File: src/rtl/request_scheduler.sv
`default_nettype none
// ============================================================================
// Module   : request_scheduler
// Purpose  : Age-ordered request queue with single-entry issue register and
//            valid/ready handoff to the DRAM command sequencer.
//            Optional macro READ_PRIORITY_EN: read/fetch-first selection with
//            a starvation guard on the oldest entry.
// Revision : 1.0 - initial release
// ============================================================================
module request_scheduler #(
   parameter int ADDRESS_WIDTH = 32,
   parameter int QUEUE_SIZE    = 16,
   parameter int AGE_MAX       = 100
) (
   input  logic                              clk,
   input  logic                              rst_n,
   input  logic                              in_valid,
   input  logic [1:0]                        in_opcode,
   input  logic [ADDRESS_WIDTH-1:0]          in_address,
   input  logic [31:0]                       in_time_cpu,
   output logic                              queue_full,
   output logic                              queue_empty,
   output logic [$clog2(QUEUE_SIZE+1)-1:0]   occupancy,
   output logic                              iss_valid,
   input  logic                              iss_ready,
   output logic [1:0]                        iss_opcode,
   output logic [ADDRESS_WIDTH-1:0]          iss_address,
   output logic [31:0]                       iss_time_cpu,
   output logic [$clog2(AGE_MAX+1)-1:0]      iss_age,
   output logic                              age_sat
);

   localparam int CW  = $clog2(QUEUE_SIZE+1);
   localparam int IW  = (QUEUE_SIZE > 1) ? $clog2(QUEUE_SIZE) : 1;
   localparam int AGW = $clog2(AGE_MAX+1);

   localparam logic [AGW-1:0] AMAX    = AGW'(AGE_MAX);
   localparam logic [AGW-1:0] AMAX_M1 = AGW'(AGE_MAX-1);
   localparam logic [CW-1:0]  QFULL   = CW'(QUEUE_SIZE);

   localparam logic [1:0] OP_READ  = 2'd0;
   localparam logic [1:0] OP_FETCH = 2'd2;
   localparam logic [1:0] OP_NOP   = 2'd3;

   localparam logic [0:0] IDLE    = 1'b0;
   localparam logic [0:0] PRESENT = 1'b1;

   logic [1:0]               r_op   [QUEUE_SIZE];
   logic [ADDRESS_WIDTH-1:0] r_addr [QUEUE_SIZE];
   logic [31:0]              r_time [QUEUE_SIZE];
   logic [AGW-1:0]           r_age  [QUEUE_SIZE];
   logic [CW-1:0]            r_count;
   logic [0:0]               r_state;
   logic                     r_age_sat;

   logic [1:0]               w_op   [QUEUE_SIZE];
   logic [ADDRESS_WIDTH-1:0] w_addr [QUEUE_SIZE];
   logic [31:0]              w_time [QUEUE_SIZE];
   logic [AGW-1:0]           w_age  [QUEUE_SIZE];
   logic [CW-1:0]            w_tail;
   logic [CW-1:0]            w_count;
   logic                     w_rem;
   logic                     w_enq;
   logic                     w_sat_hit;
   logic [IW-1:0]            w_sel;

`ifdef READ_PRIORITY_EN
   logic          w_found;
   logic [IW-1:0] w_pri;

   // Oldest read/fetch wins unless the head entry has saturated its age.
   always_comb begin
      w_found = 1'b0;
      w_pri   = '0;
      for (int i = 0; i < QUEUE_SIZE; i++) begin
         if (!w_found && (i < int'(r_count)) &&
             ((r_op[i] == OP_READ) || (r_op[i] == OP_FETCH))) begin
            w_found = 1'b1;
            w_pri   = IW'(i);
         end
      end
      w_sel = (w_found && (r_age[0] != AMAX)) ? w_pri : '0;
   end
`else
   assign w_sel = '0;
`endif

   always_comb begin
      int             j;
      logic [AGW-1:0] sa;
      j         = 0;
      sa        = '0;
      w_rem     = (r_state == IDLE) && (r_count != '0);
      w_enq     = in_valid && (in_opcode != OP_NOP) && (r_count < QFULL);
      w_tail    = r_count - CW'(w_rem);
      w_count   = w_tail + CW'(w_enq);
      w_sat_hit = 1'b0;
      for (int i = 0; i < QUEUE_SIZE; i++) begin
         // Slots at and above the removed index pull from their upper neighbour.
         j = i;
         if (w_rem && (i >= int'(w_sel)) && (i < QUEUE_SIZE-1))
            j = i + 1;
         w_op[i]   = r_op[IW'(j)];
         w_addr[i] = r_addr[IW'(j)];
         w_time[i] = r_time[IW'(j)];
         w_age[i]  = r_age[i];
         if (i < int'(w_tail)) begin
            sa = r_age[IW'(j)];
            if (sa == AMAX_M1)
               w_sat_hit = 1'b1;
            w_age[i] = (sa < AMAX) ? sa + 1'b1 : sa;
         end
         if (w_enq && (i == int'(w_tail))) begin
            w_op[i]   = in_opcode;
            w_addr[i] = in_address;
            w_time[i] = in_time_cpu;
            w_age[i]  = '0;
         end
      end
   end

   always_ff @(posedge clk or negedge rst_n) begin
      if (!rst_n) begin
         for (int i = 0; i < QUEUE_SIZE; i++) begin
            r_op[i]   <= OP_NOP;
            r_addr[i] <= '0;
            r_time[i] <= '0;
            r_age[i]  <= '0;
         end
         r_count      <= '0;
         r_state      <= IDLE;
         r_age_sat    <= 1'b0;
         iss_opcode   <= OP_NOP;
         iss_address  <= '0;
         iss_time_cpu <= '0;
         iss_age      <= '0;
      end else begin
         for (int i = 0; i < QUEUE_SIZE; i++) begin
            r_op[i]   <= w_op[i];
            r_addr[i] <= w_addr[i];
            r_time[i] <= w_time[i];
            r_age[i]  <= w_age[i];
         end
         r_count   <= w_count;
         r_age_sat <= w_sat_hit;
         case (r_state)
            IDLE: begin
               if (w_rem) begin
                  iss_opcode   <= r_op[w_sel];
                  iss_address  <= r_addr[w_sel];
                  iss_time_cpu <= r_time[w_sel];
                  iss_age      <= r_age[w_sel];
                  r_state      <= PRESENT;
               end
            end
            PRESENT: begin
               if (iss_ready)
                  r_state <= IDLE;
            end
            default: r_state <= IDLE;
         endcase
      end
   end

   assign iss_valid   = (r_state == PRESENT);
   assign queue_full  = (r_count == QFULL);
   assign queue_empty = (r_count == '0);
   assign occupancy   = r_count;
   assign age_sat     = r_age_sat;

endmodule
`default_nettype wire

File: config.mk
export PLATFORM = sky130hd
export DESIGN_NAME = request_scheduler
export DESIGN_NICKNAME = d
export VERILOG_FILES = /design/src/rtl/request_scheduler.sv
export SDC_FILE = /design/constraint.sdc
export NUM_CORES = 2
export LEC_CHECK = 0
export CORE_MARGIN = 5
export CORE_UTILIZATION = 66
export CTS_BUF_LIST = sky130_fd_sc_hd__clkbuf_4
export DETAILED_ROUTE_END_ITERATION = 16
export PLACE_DENSITY = 0.88
export SLEW_MARGIN = 15
export SYNTH_ARGS = -nofsm -noshare
export SYNTH_HDL_FRONTEND = slang
export SYNTH_SLANG_ARGS = --single-unit
File: constraint.sdc
create_clock -name clk -period 9.69 [get_ports clk]
set_input_delay 0.969 -clock clk [delete_from_list [all_inputs] [get_ports clk]]
set_output_delay 0.969 -clock clk [all_outputs]
set_load 0.01 [all_outputs]
# Word level (Yosys, flattened, before mapping)
# Cells that the tools add are included.
# totals
romBits,0
out_inout_bits,82
word_cells,544
inputBits,70
memories,0
ramBits,0
latchBits,0
regBits,1248
# classes
n_mux,322
n_mul,0
div_mod_pow,0
n_eq_ne,32
shifts,0
reduce_logical,39
bitwise_logic,16
add_sub_neg,17
n_lt_le_gt_ge,47
# ops
op,n
$bmux W32 S4,30
$mux W32,92
$mux W7,76
$bmux W7 S4,15
$bmux W2 S4,15
$add A7 B1 Y7 const B,15
$eq A7 B7 Y1 const B,15
$lt A7 B7 Y1 const B,15
$mux W2,50
$ge A4 B5 Y1 const B,15
$not A4 Y4,14
$eq A5 B5 Y1 const A,8
$lt A4 B5 Y1 const A,8
$mux W1,40
$reduce_bool A2 Y1,16
$eq A4 B5 Y1 const A,4
$lt A3 B5 Y1 const A,4
$logic_and A1 B1 Y1,19
$eq A3 B5 Y1 const A,2
$logic_not A5 Y1,2
$lt A1 B5 Y1 const A,2
$lt A2 B5 Y1 const A,2
$mux W3,2
$add A5 B1 Y5,1
11 further kinds,11

# Logic depth before layout (Yosys ltp)
# depth
ltp_word,38
ltp_mapped,21

# Worst setup path after synthesis
# Ideal clock, no wire load.
# synth_timing
path_type,register -> register
from,"register r_count[2], in the netlist occupancy[2]"
to,"register r_age_sat, in the netlist age_sat"
t_arrival_ns,4.409
setup_time_ns,0.138
path_buffers,8
stages_incl_launch_ff,20
path_slack_ns,5.143
required_ns,9.552
path_cell_list,dfrtp_1 buf_6 or4_4 o21bai_4 inv_4 buf_2 buf_2 buf_2 buf_2 buf_2 ha_1 ha_1 buf_2 nand2b_1 clkbuf_1 nor2_1 a222oi_1 nand3b_1 nand4_1 or4_1
# synth_between
elab_chain_len,38
elab_cells_between_ends,138
cone_classes,add/sub: 1; order compare: 15; eq/ne: 15; mux: 90; bitwise: 15; reduce/logical: 2
# synth_rtl
element,line,rtl
start: declaration,52,logic [CW-1:0] r_count;
start signal: assignment,144,r_count <= w_count;
$reduce_bool A5 Y1,93,w_rem = (r_state == IDLE) && (r_count != '0);
$logic_and A1 B1 Y1,93,
$mux W1,101,if (w_rem && (i >= int'(w_sel)) && (i < QUEUE_SIZE-1))
$not A1 Y4 (implied by the code),108,sa = r_age[IW'(j)];
$bmux W7 S4,108,
$mux W7 (implied by the code) (2 in a row),108,
$eq A7 B7 Y1,109,if (sa == AMAX_M1)
$mux W1,109,
[22 not listed],-,
$mux W1,107,if (i < int'(w_tail)) begin
$mux W1,109,
$mux W1,107,
$mux W1,109,
$mux W1,107,
$mux W1,109,
$mux W1 (*),107,
via w_sat_hit,64,logic w_sat_hit;
end signal: assignment,145,r_age_sat <= w_sat_hit;
end: declaration,54,logic r_age_sat;
# The timed path passes the listed nets; every way through them passes the cells marked *. The select of a mux whose other input is x is not followed.
# A chain may end at the register's enable or synchronous reset.

# Worst setup path after layout
# layout_timing
from,"register r_count[3], in the netlist occupancy[3]"
to,register r_addr[279] (netlist name)
# layout_between
elab_chain_len,8
elab_cells_between_ends,13
cone_classes,add/sub: 1; order compare: 1; eq/ne: 1; mux: 5; bitwise: 1; reduce/logical: 4
# layout_rtl
element,line,rtl
$reduce_bool A5 Y1,93,
$logic_and A1 B1 Y1,93,
$mux W4,101,
$not A4 Y4 (implied by the code),104,w_addr[i] = r_addr[IW'(j)];
$bmux W32 S4,104,
$mux W32 (implied by the code) (2 in a row),104,
$mux W32 (*),113,if (w_enq && (i == int'(w_tail))) begin
end signal: indexed assignment,140,r_addr[i] <= w_addr[i];
end: declaration,49,logic [ADDRESS_WIDTH-1:0] r_addr [QUEUE_SIZE];
# Every way passes the cells marked *; elsewhere a longest branch is shown, timed or not. The select of a mux whose other input is x is not followed.

==> metrics.log <==
INFO  metric outcome = complete, no violations
INFO  metric crit_fanout = 230
INFO  metric netlist_area_before_placement = 58250 um2
INFO  metric ys_seq_area_share = 53.38%
INFO  metric muxShareOfSynthArea = 3.286%
INFO  metric track_usage = around 30%
INFO  metric die_area = 94310 um2
INFO  metric synthXorXnorAreaFrac = ~1.0%
INFO  metric critical-path-slowest-cell = buf_4
INFO  metric synth_simple_gate_area_share = between 20% and 30%
INFO  metric timing.setup.critical_path_class = flip-flop to flip-flop
INFO  metric start_kind = flip-flop
INFO  metric setup_ws = 3.687 ns
INFO  metric clock_tree_from_tritoncts = yes
INFO  metric design.core.area = 87970 um2
INFO  metric grt_pass1_wl = around 240 mm
INFO  metric finalCriticalPeriod = about 6 ns
INFO  metric port_buffers = 151
INFO  metric drt_iter0_markers = 6140
INFO  metric report.final.slew_viol_count = 0
INFO  metric edff_count_synth = 0
INFO  metric yosys.area_share.adder = 0.4081%
INFO  metric finClkSkew = 0.1071 ns
INFO  metric total_power = 18.41 mW
INFO  metric final.hold.worst_slack = 0.4237 ns
INFO  metric fmax = 166.6 MHz
INFO  metric reg2reg_depth = 8
INFO  metric worstMarginPinSlew = 1.273 ns
INFO  metric dominant_combinational_cell_family_by_area_after_synthesis = simple AND/OR/NAND/NOR gates
INFO  metric clock_path_buffers = 4
INFO  metric fin_crit_sh = 61.95%
INFO  metric r2r_slack = roughly 3.7 ns
INFO  metric ys_seq_elements = 1241
INFO  metric preCtsSetupSlack = 3.850 ns
INFO  metric cp_data_required_time = roughly 11 ns
INFO  metric viasPerCell = around 6
INFO  metric clk_pin_slew_worst_paths = ~0.060 ns
INFO  metric netlist-cell-type-count = 80
INFO  metric timing.rr.end = r_addr[279]
INFO  metric setup.worst_path.end_class = flip-flop
INFO  metric mostFrequentLayoutCell = nand2_1
INFO  metric hold_violations = 0
INFO  metric worstHoldPathType = flip-flop to flip-flop
INFO  metric cp_slowest_stage_delay = about 0.99 ns
INFO  metric worst_slew_margin_rel = 15.12%
INFO  metric synth.yosys.warnings = 0
INFO  metric final_cell_mix = nand2_1 (2285), dfrtp_1 (1207), nor2_1 (945)
INFO  metric syn_nets = 7048
INFO  metric detailed_place_hpwl = 79.58 mm
INFO  metric data_arrival_time_of_the_critical_path = 6.92 ns
INFO  metric drv_cap = 0
INFO  metric hold_path_startpoint = r_addr[485]
INFO  metric grt_remaining_overflow = 0
INFO  metric ctsRootBufferMaster = clkbuf_4
INFO  metric postRouteAntennaNets = 0
INFO  metric antenna_violations_before_repair = 4
INFO  metric worst_hold_path.endpoint = iss_address[5]
INFO  metric setup_viol = 0
INFO  metric nNetsFinal = 6990
INFO  metric dominantRegCellSynth = dfrtp_1
INFO  metric ioPinCount = about 150
INFO  metric peakVddDrop = 161.0 uV
INFO  metric cts_max_level = 5
INFO  metric drt_pre_antenna_iters = 6
INFO  metric clock_sink_count = 1241
INFO  metric cts_buffer_count = 332
INFO  metric layout.core_utilization = between 70% and 80%
INFO  metric worst_skew_pair.late_latency = 1.19 ns
INFO  metric crit-reg2reg-launch = occupancy[3]
INFO  metric post_drt_wl_per_cell = ~17 um
INFO  metric detail_route.wirelength = 142.0 mm
INFO  metric compound_gate_fraction_of_synth_area = 13.82%
INFO  metric detailroute.via_count = 50.44k
INFO  metric powerDensity = 291.6 nW/um2
INFO  metric initial_utilization = 66.22%
INFO  metric worst_hold_path.num_cells = 2
INFO  metric chipHeight = about 310 um
INFO  metric die_width = 307.1 um
INFO  metric timing.setup.tns = 0 ns
INFO  metric first_global_vias = 48.79k
INFO  metric cp_cell_sequence = or4_4 > o21bai_4 > buf_12 > buf_4 > buf_12 > buf_4 > mux2i_1 > o21ai_0
INFO  metric grt_setup_unrepaired = no
INFO  metric cellLeakagePower = 28.90 nW
INFO  metric floorplan.rows = between 100 and 150
INFO  metric final_layout_size_suffix_gt1_share = 8.506%
INFO  metric ys_async_sr_fraction = between 90% and 100%
INFO  metric postSynthCellCount = 6959
INFO  metric grt_max_degree = 235
INFO  metric route.detailed.drc = 0
INFO  metric syn2layout_area_growth = 8.385%
INFO  metric syn_area_per_cell = 8.371 um2
INFO  metric placer_congestion = ~0.9
INFO  metric ctsResizeCount = 0
cell type report:
cell class / count / area (um2)
fillers: 6354 / 24830
clock inverters: 68 / 429.2
repair buffers: 202 / 2019
clock buffers: 454 / 3408
well taps: 1165 / 1458
flip-flops and latches: 1241 / 31100
multi-input cells: 5109 / 24650
inverters: 15 / 72.57
diodes: 2 / 5.005
per-layer routing:
layer / share of wire, % / vias to the layer above / track usage [%]
li1: - / 23380 / -
met1: 42 / 24590 / 41.95
met2: 47 / 2181 / 47.15
met3: 7.8 / 282 / 6.081
met4: 2.3 / 6 / 10.67
met5: 0.028 / - / 0
how the worst max path moves through the flow:
stage | from | endpoint | slack (ns) | cells past startpoint
floorplan | occupancy[2] | age_sat | 5.14 | 19
global placement | occupancy[3] | r_time[71] | 3.89 | 9
detailed placement | occupancy[3] | r_addr[499] | 3.85 | 13
CTS | occupancy[3] | r_addr[492] | 3.80 | 13
global route | occupancy[3] | r_time[73] | 3.32 | 9
finish | occupancy[3] | r_addr[279] | 3.69 | 8
sequential cells by signal, summed over array words and instances, names as in the netlist:
signal and cells:
r_addr 512, r_time 512, r_age 105, iss_address 32
iss_time_cpu 32, r_op 32, iss_age 7, occupancy 5
iss_opcode 2, age_sat 1, iss_valid 1
cells by family after synthesis:
group           Yosys count
mux                     186
simple gates           3514
buf+inv                 609
compound gates         1323
xor+xnor                 67
fa+ha+maj                19
flops                  1241
power breakdown:
group / switching, mW / internal (mW)
Sequential: 1.41 / 7.31
Clock: 2.10 / 2.30
Combinational: 3.05 / 2.24
per-stage QoR:
step	std cells	cell area [um2]
global placement	7731	59290
global route	8256	63140
finish	8256	63140
detailed placement	7731	59290
CTS	8254	63130
floorplan	6959	58250
worst max-delay path, delay by kind of cell (launching register included):
family                 cells  cell delay [ns]
buffers and inverters      4             3.11
flip-flops                 1             0.68
AND/OR/NAND/NOR            1             0.59
AO/OA/AOI/OAI              2             0.41
multiplexers               1             0.26
Yosys cell counts (all sizes together), types with 4 or more instances:
master	n	area, um2
xor2	25	219.0
a21oi	76	384.1
a211oi	15	112.6
inv	15	58.81
dfstp	34	893.4
o211a	6	60.06
or4	6	48.80
and3	23	143.9
nor3	59	295.3
clkbuf	354	1329
a2111oi	4	35.03
or3	6	37.54
nand2	2297	8625
dfrtp	1207	30200
nor3b	4	30.03
nor4	9	56.30
o2bb2ai	6	52.55
a31oi	866	5418
nor2b	8	50.05
o311ai	6	52.55
xnor2	42	367.9
nand3	90	450.4
o31ai	4	35.03
o22ai	17	106.4
a22oi	7	52.55
buf	240	1242
nand3b	4	30.03
nor2	948	3561
nand4	20	125.1
mux2i	183	1881
a21o	4	30.03
or2	10	62.56
ha	19	237.7
and2	8	50.05
o21ai	276	1381
nor4b	9	78.83
nand2b	9	56.30
repair_timing:
| item | CTS | global route |
|---|---|---|
| setup buffers | 0 | 0 |
| setup endpoints to repair | 0 | 0 |
| endpoints found under the hold margin | 154 | 0 |
| hold buffers | 1 | 0 |
Note: power is estimated with default switching activity, not from simulation.
